## src/rtl/lfsr_symbol_gen.sv

```systemverilog
// Pseudo-random symbol source: Fibonacci LFSR with a valid/ready output, runtime reseed,
// mark/rewind snapshot for replaying a round, and a saturating accepted-symbol counter.
module lfsr_symbol_gen #(
   parameter int unsigned       WIDTH = 16,
   parameter logic [WIDTH-1:0]  TAPS  = 16'hB400,
   parameter logic [WIDTH-1:0]  SEED  = 16'hACE1,
   parameter int unsigned       SYM_W = 2,
   parameter int unsigned       CNT_W = 8
) (
   input  logic             clk,
   input  logic             rst,
   input  logic             seed_load,
   input  logic [WIDTH-1:0] seed_in,
   input  logic             mark,
   input  logic             rewind,
   output logic             sym_valid,
   input  logic             sym_ready,
   output logic [SYM_W-1:0] sym_data,
   output logic [CNT_W-1:0] sym_count
);

   typedef enum logic {StSettle, StRun} fsm_e;

   fsm_e             fsm_q;
   logic             valid_q;
   logic [WIDTH-1:0] state_q;
   logic [WIDTH-1:0] snap_q;
   logic [CNT_W-1:0] count_q;

   logic [WIDTH-1:0] state_adv;
   logic [WIDTH-1:0] seed_val;
   logic [CNT_W-1:0] count_inc;

   function automatic logic [WIDTH-1:0] lfsr_step(input logic [WIDTH-1:0] s);
      return {s[WIDTH-2:0], ^(s & TAPS)};
   endfunction

   // One accept consumes SYM_W fresh bits, so unroll that many single steps.
   function automatic logic [WIDTH-1:0] lfsr_advance(input logic [WIDTH-1:0] s);
      logic [WIDTH-1:0] r;
      r = s;
      for (int unsigned i = 0; i < SYM_W; i++) begin
         r = lfsr_step(r);
      end
      return r;
   endfunction

   always_comb begin
      state_adv = lfsr_advance(state_q);
      // A zero seed would lock the LFSR, so fall back to the default seed.
      seed_val  = (seed_in == '0) ? SEED : seed_in;
      count_inc = (count_q == {CNT_W{1'b1}}) ? count_q : count_q + CNT_W'(1);
   end

   always_ff @(posedge clk or posedge rst) begin
      if (rst) begin
         fsm_q   <= StSettle;
         valid_q <= 1'b0;
         state_q <= SEED;
         snap_q  <= SEED;
         count_q <= '0;
      end else if (seed_load) begin
         fsm_q   <= StSettle;
         valid_q <= 1'b0;
         state_q <= seed_val;
         snap_q  <= seed_val;
         count_q <= '0;
      end else if (rewind) begin
         fsm_q   <= StSettle;
         valid_q <= 1'b0;
         state_q <= snap_q;
         count_q <= '0;
      end else begin
         if (mark) begin
            snap_q  <= state_q;
            count_q <= '0;
         end
         unique case (fsm_q)
            StSettle: begin
               fsm_q   <= StRun;
               valid_q <= 1'b1;
            end
            StRun: begin
               if (state_q == '0) begin
                  state_q <= SEED;
               end else if (sym_ready) begin
                  state_q <= state_adv;
                  // The accept in a mark cycle is the first symbol of the new round.
                  count_q <= mark ? CNT_W'(1) : count_inc;
               end
            end
         endcase
      end
   end

   assign sym_valid = valid_q;
   assign sym_data  = state_q[SYM_W-1:0];
   assign sym_count = count_q;

endmodule

```

## config.mk

```make
export PLATFORM = sky130hd
export DESIGN_NAME = lfsr_symbol_gen
export DESIGN_NICKNAME = d
export VERILOG_FILES = /design/src/rtl/lfsr_symbol_gen.sv
export SDC_FILE = /design/constraint.sdc
export NUM_CORES = 1
export LEC_CHECK = 0
export CAP_MARGIN = 15
export CORE_MARGIN = 2
export CORE_UTILIZATION = 50
export CTS_CLUSTER_SIZE = 8
export DETAILED_ROUTE_END_ITERATION = 16
export PLACE_DENSITY = 0.77
export SLEW_MARGIN = 30
export SYNTH_ARGS = -nofsm -noshare
export SYNTH_HDL_FRONTEND = slang
export SYNTH_SLANG_ARGS = --single-unit
```

## constraint.sdc

```tcl
create_clock -name clk -period 4 [get_ports clk]
set_clock_uncertainty 0.15 [all_clocks]
set_input_delay 0.6 -clock clk [delete_from_list [all_inputs] [get_ports clk]]
set_output_delay 0.6 -clock clk [all_outputs]
set_load 0.005 [all_outputs]
```

==> load_flow_metrics.sql <==
INSERT INTO impl_metrics (metric_group, metric, value, unit) VALUES
('timing', 'setup_total_negative_slack', '0', 'ns'),
('yosys', 'synth.yosys.warnings', '0', ''),
('route', 'post-route-drc-count', '0', ''),
('cells_and_area', 'areaGrowthSynthToFinish', '16.99', '%'),
('clock_network', 'clock_tree.htree_level_count', '2', ''),
('cells_and_area', 'multi_input_area', '0.001251', 'mm^2'),
('global_route', 'grt_antenna_before_repair', '0', ''),
('route', 'ant_nets', '0', ''),
('cells_and_area', 'commonest_non_fill_non_tap_cells_in_the_layout', 'sky130_fd_sc_hd__clkdlybuf4s50_1, sky130_fd_sc_hd__dfrtp_1, sky130_fd_sc_hd__a21oi_1, sky130_fd_sc_hd__nand2_1', ''),
('floorplan', 'start_util', '0.5221', ''),
('yosys', 'post_synth_instance_area', '0.002482', 'mm^2'),
('timing', 'final.period_utilization', '0.6420', ''),
('global_route', 'globalRouteTotalUtil', '0.2441', ''),
('cells_and_area', 'drive_gt1_frac', '0.1216', ''),
('critical_path', 'cp-end-kind', 'flip-flop', ''),
('status', 'run_status', 'complete, no violations', ''),
('cells_and_area', 'regArea', '0.001071', 'mm^2'),
('floorplan', 'placement_rows', '25', ''),
('global_route', 'first_global_vias', '2076', ''),
('cells_and_area', 'nets', '319', ''),
('place', 'place.detailed.hpwl', '4292', 'um'),
('floorplan', 'die_w', '74.46', 'um'),
('clock_network', 'cts.sink_count', '42', ''),
('global_route', 'globalRouteOverflowTotal', '0', ''),
('route', 'vias', '2195', ''),
('floorplan', 'die_area', '0.005544', 'mm^2'),
('route', 'detail_route.iter0.violations', '197', ''),
('clock_network', 'tritoncts', 'built', ''),
('timing', 'setup_violations', '0', ''),
('timing', 'timing_max_transition_violations_final', '0', ''),
('clock_network', 'worst_setup_hold_path_clk_slew', '0.08', 'ns'),
('run', 'drv_cap', '0', ''),
('timing', 'final.min_clock_period', '2.568', 'ns'),
('cells_and_area', 'final.fill_count', '417', ''),
('floorplan', 'floorplan.die.height', '74.46', 'um'),
('timing', 'timing.fmax', '0.3894', 'GHz'),
('yosys', 'synth_seq_cells', '42', ''),
('clock_network', 'post-cts-setup-buffers', '0', ''),
('critical_path', 'cp_data_arrival_time', '2.61', 'ns'),
('clock_network', 'ctsLongestPathBuffers', '2', ''),
('route', 'post_drt_wl_per_cell', '17.24', 'um'),
('global_route', 'grt_start_max_net_pins', '49', ''),
('timing', 'rsz0062_at_grt', 'no', ''),
('floorplan', 'boundaryPins', '33', ''),
('hold_path', 'hold_crit_class', 'flip-flop to flip-flop', ''),
('yosys', 'synth.avg_cell_area', '9.027', 'um^2'),
('critical_path', 'setup.worst_path.class', 'input pin to flip-flop', ''),
('cells_and_area', 'layout.cells.most_common', 'sky130_fd_sc_hd__clkdlybuf4s50_1', ''),
('yosys', 'postSynthCellCount', '275', ''),
('critical_path', 'crit_path_start_kind', 'input pin', ''),
('global_route', 'wire_length_of_the_first_global_routing_pass', '10270', 'um'),
('timing', 'report.final.hold_viol_count', '0', ''),
('yosys', 'synth_enable_flop_cells', '0', ''),
('timing', 'least_margin_pin_slew', '0.7531', 'ns'),
('clock_network', 'clock-root-buffer', 'sky130_fd_sc_hd__clkbuf_8', ''),
('timing', 'timing.slew.headroom', '0.4978', ''),
('place', 'placed_inst_area', '0.002813', 'mm^2'),
('cells_and_area', 'diodes', '0', ''),
('route', 'drt_pre_antenna_iters', '4', ''),
('yosys', 'synth.lib_cells_used.distinct', '48', ''),
('place', 'placement.io_buffers', '32', ''),
('yosys', 'synth-seq-area-share', '0.4315', ''),
('yosys', 'ys_dominant_reg_cell', 'sky130_fd_sc_hd__dfrtp_1', ''),
('power_and_ir_drop', 'post-layout-total-power', '1.014', 'mW'),
('critical_path', 'critical_path_peak_fanout', '14', ''),
('route', 'finalWirelength', '6258', 'um'),
('clock_network', 'cts_hold_buffers_added', '0', ''),
('timing', 'hold_slack', '0.3538', 'ns'),
('power_and_ir_drop', 'static-leakage-power', '1.110', 'nW'),
('power_and_ir_drop', 'vdd_ir_drop_max', '0.2532', 'mV'),
('yosys', 'postSynth.asyncResetShare', '1.000', ''),
('power_and_ir_drop', 'power.density_cell_area', '349.2', 'mW/mm^2'),
('clock_network', 'clk-insertion-delay-late', '0.30', 'ns'),
('critical_path', 'required', '4.04', 'ns'),
('clock_network', 'cts_buffers', '5', ''),
('cells_and_area', 'design_area', '0.002904', 'mm^2'),
('clock_network', 'post_cts_resized', '0', ''),
('route', 'vias_per_cell', '6.047', ''),
('yosys', 'synth.net_count', '299', ''),
('floorplan', 'placeableCoreArea', '0.004755', 'mm^2'),
('place', 'place.gp.congestion', '0.7909', '');
==> metrics by stage <==
stage            util  setup slack, ns  cells
2_1_floorplan       -            1.954    275
3_3_place_gp   0.5916            1.253    355
3_5_place_dp   0.5916            1.169    355
4_1_cts        0.6108            1.458    363
5_1_grt        0.6108            1.307    363
6_report       0.6108            1.432    363
==> per-layer routing <==
layer  global-route usage  part of all wire  vias up
met4              0.07143            0.0056        0
li1                     -                 -     1055
met3              0.06640             0.062        4
met1               0.3445              0.47     1056
met2               0.3697              0.47       80
met5                    0                 0        -
==> kinds of logic (layout without fill, tap and decap cells) <==
logic type,count (synthesis),count (layout),synth area share
flops,42,42,0.4314
buf+inv,37,58,0.06552
mux,12,12,0.04940
compound gates,101,101,0.2525
xor+xnor,5,5,0.01764
simple gates,76,76,0.1734
fa+ha+maj,2,2,0.01008
==> state kept, by name, summed over array words and instances, names as in the netlist <==
register / cells
sym_valid: 1
sym_count: 8
fsm_q: 1
state_q: 16
snap_q: 16
==> cell type report <==
| class | count | share of cell area |
|---|---|---|
| clock buffer | 7 | 0.02973 |
| timing repair buffer | 37 | 0.1232 |
| tap | 67 | 0.02887 |
| inverter | 13 | 0.01680 |
| multi-input combinational | 196 | 0.4308 |
| clock inverter | 1 | 0.001723 |
| sequential | 42 | 0.3688 |
==> worst paths after layout <==
path / from / end / slack, ns / cells past startpoint
hold / removal: sym_valid$_DFFE_PP0P_ / sym_valid$_DFFE_PP0P_ / 0.35 / 1
hold reg to reg: sym_valid$_DFFE_PP0P_ / sym_valid$_DFFE_PP0P_ / 0.35 / 1
max in group asynchronous: rst / state_q[0]$_DFFE_PP1P_ / 2.73 / 3
setup reg to reg: state_q[12]$_DFFE_PP0P_ / state_q[12]$_DFFE_PP0P_ / 1.43 / 6
min in group asynchronous: rst / snap_q[9]$_DFFE_PP0P_ / 0.59 / 3
setup / recovery: rewind / snap_q[3]$_DFFE_PP0P_ / 1.43 / 6
==> report_power, final <==
| group | leakage, nW | switching, mW | internal [mW] |
|---|---|---|---|
| clock network | 0.0482 | 0.148 | 0.139 |
| logic | 0.568 | 0.102 | 0.0925 |
| registers | 0.495 | 0.0509 | 0.481 |
| total | 1.11 | 0.301 | 0.713 |
==> worst max-delay path, cell delays in order <==
cell and delay [ns]:
sky130_fd_sc_hd__clkdlybuf4s50_1 0.68, sky130_fd_sc_hd__nor2b_2 0.64, sky130_fd_sc_hd__buf_4 0.32, sky130_fd_sc_hd__nor2b_1 0.07
sky130_fd_sc_hd__a211oi_1 0.23, sky130_fd_sc_hd__nor2_1 0.06
==> cells in the mapped netlist (2+ instances only) <==
cell / count / area share
sky130_fd_sc_hd__dfrtp_1: 26 / 0.26
sky130_fd_sc_hd__a21oi_1: 24 / 0.048
sky130_fd_sc_hd__nand2_1: 20 / 0.030
sky130_fd_sc_hd__a211oi_1: 18 / 0.054
sky130_fd_sc_hd__o21ai_0: 18 / 0.036
sky130_fd_sc_hd__dfstp_2: 16 / 0.17
sky130_fd_sc_hd__clkbuf_1: 15 / 0.023
sky130_fd_sc_hd__a31oi_1: 14 / 0.035
sky130_fd_sc_hd__nor2_1: 13 / 0.020
sky130_fd_sc_hd__inv_1: 12 / 0.018
sky130_fd_sc_hd__mux2i_1: 10 / 0.040
sky130_fd_sc_hd__o31ai_1: 9 / 0.027
sky130_fd_sc_hd__nor2b_1: 8 / 0.020
sky130_fd_sc_hd__o21ai_1: 8 / 0.016
sky130_fd_sc_hd__nor4_1: 6 / 0.015
sky130_fd_sc_hd__buf_2: 4 / 0.0081
sky130_fd_sc_hd__nand4_1: 4 / 0.010
sky130_fd_sc_hd__or3_1: 4 / 0.010
sky130_fd_sc_hd__xnor2_1: 4 / 0.014
sky130_fd_sc_hd__and3_1: 3 / 0.0076
sky130_fd_sc_hd__buf_4: 3 / 0.0091
sky130_fd_sc_hd__nand3_1: 3 / 0.0060
sky130_fd_sc_hd__and4_1: 2 / 0.0071
sky130_fd_sc_hd__ha_1: 2 / 0.010
sky130_fd_sc_hd__mux2_1: 2 / 0.0091
sky130_fd_sc_hd__nor3_1: 2 / 0.0040
sky130_fd_sc_hd__nor3b_1: 2 / 0.0060
sky130_fd_sc_hd__o211ai_1: 2 / 0.0060
sky130_fd_sc_hd__or4_1: 2 / 0.0060
No activity file was read; power rests on OpenSTA's default activity.
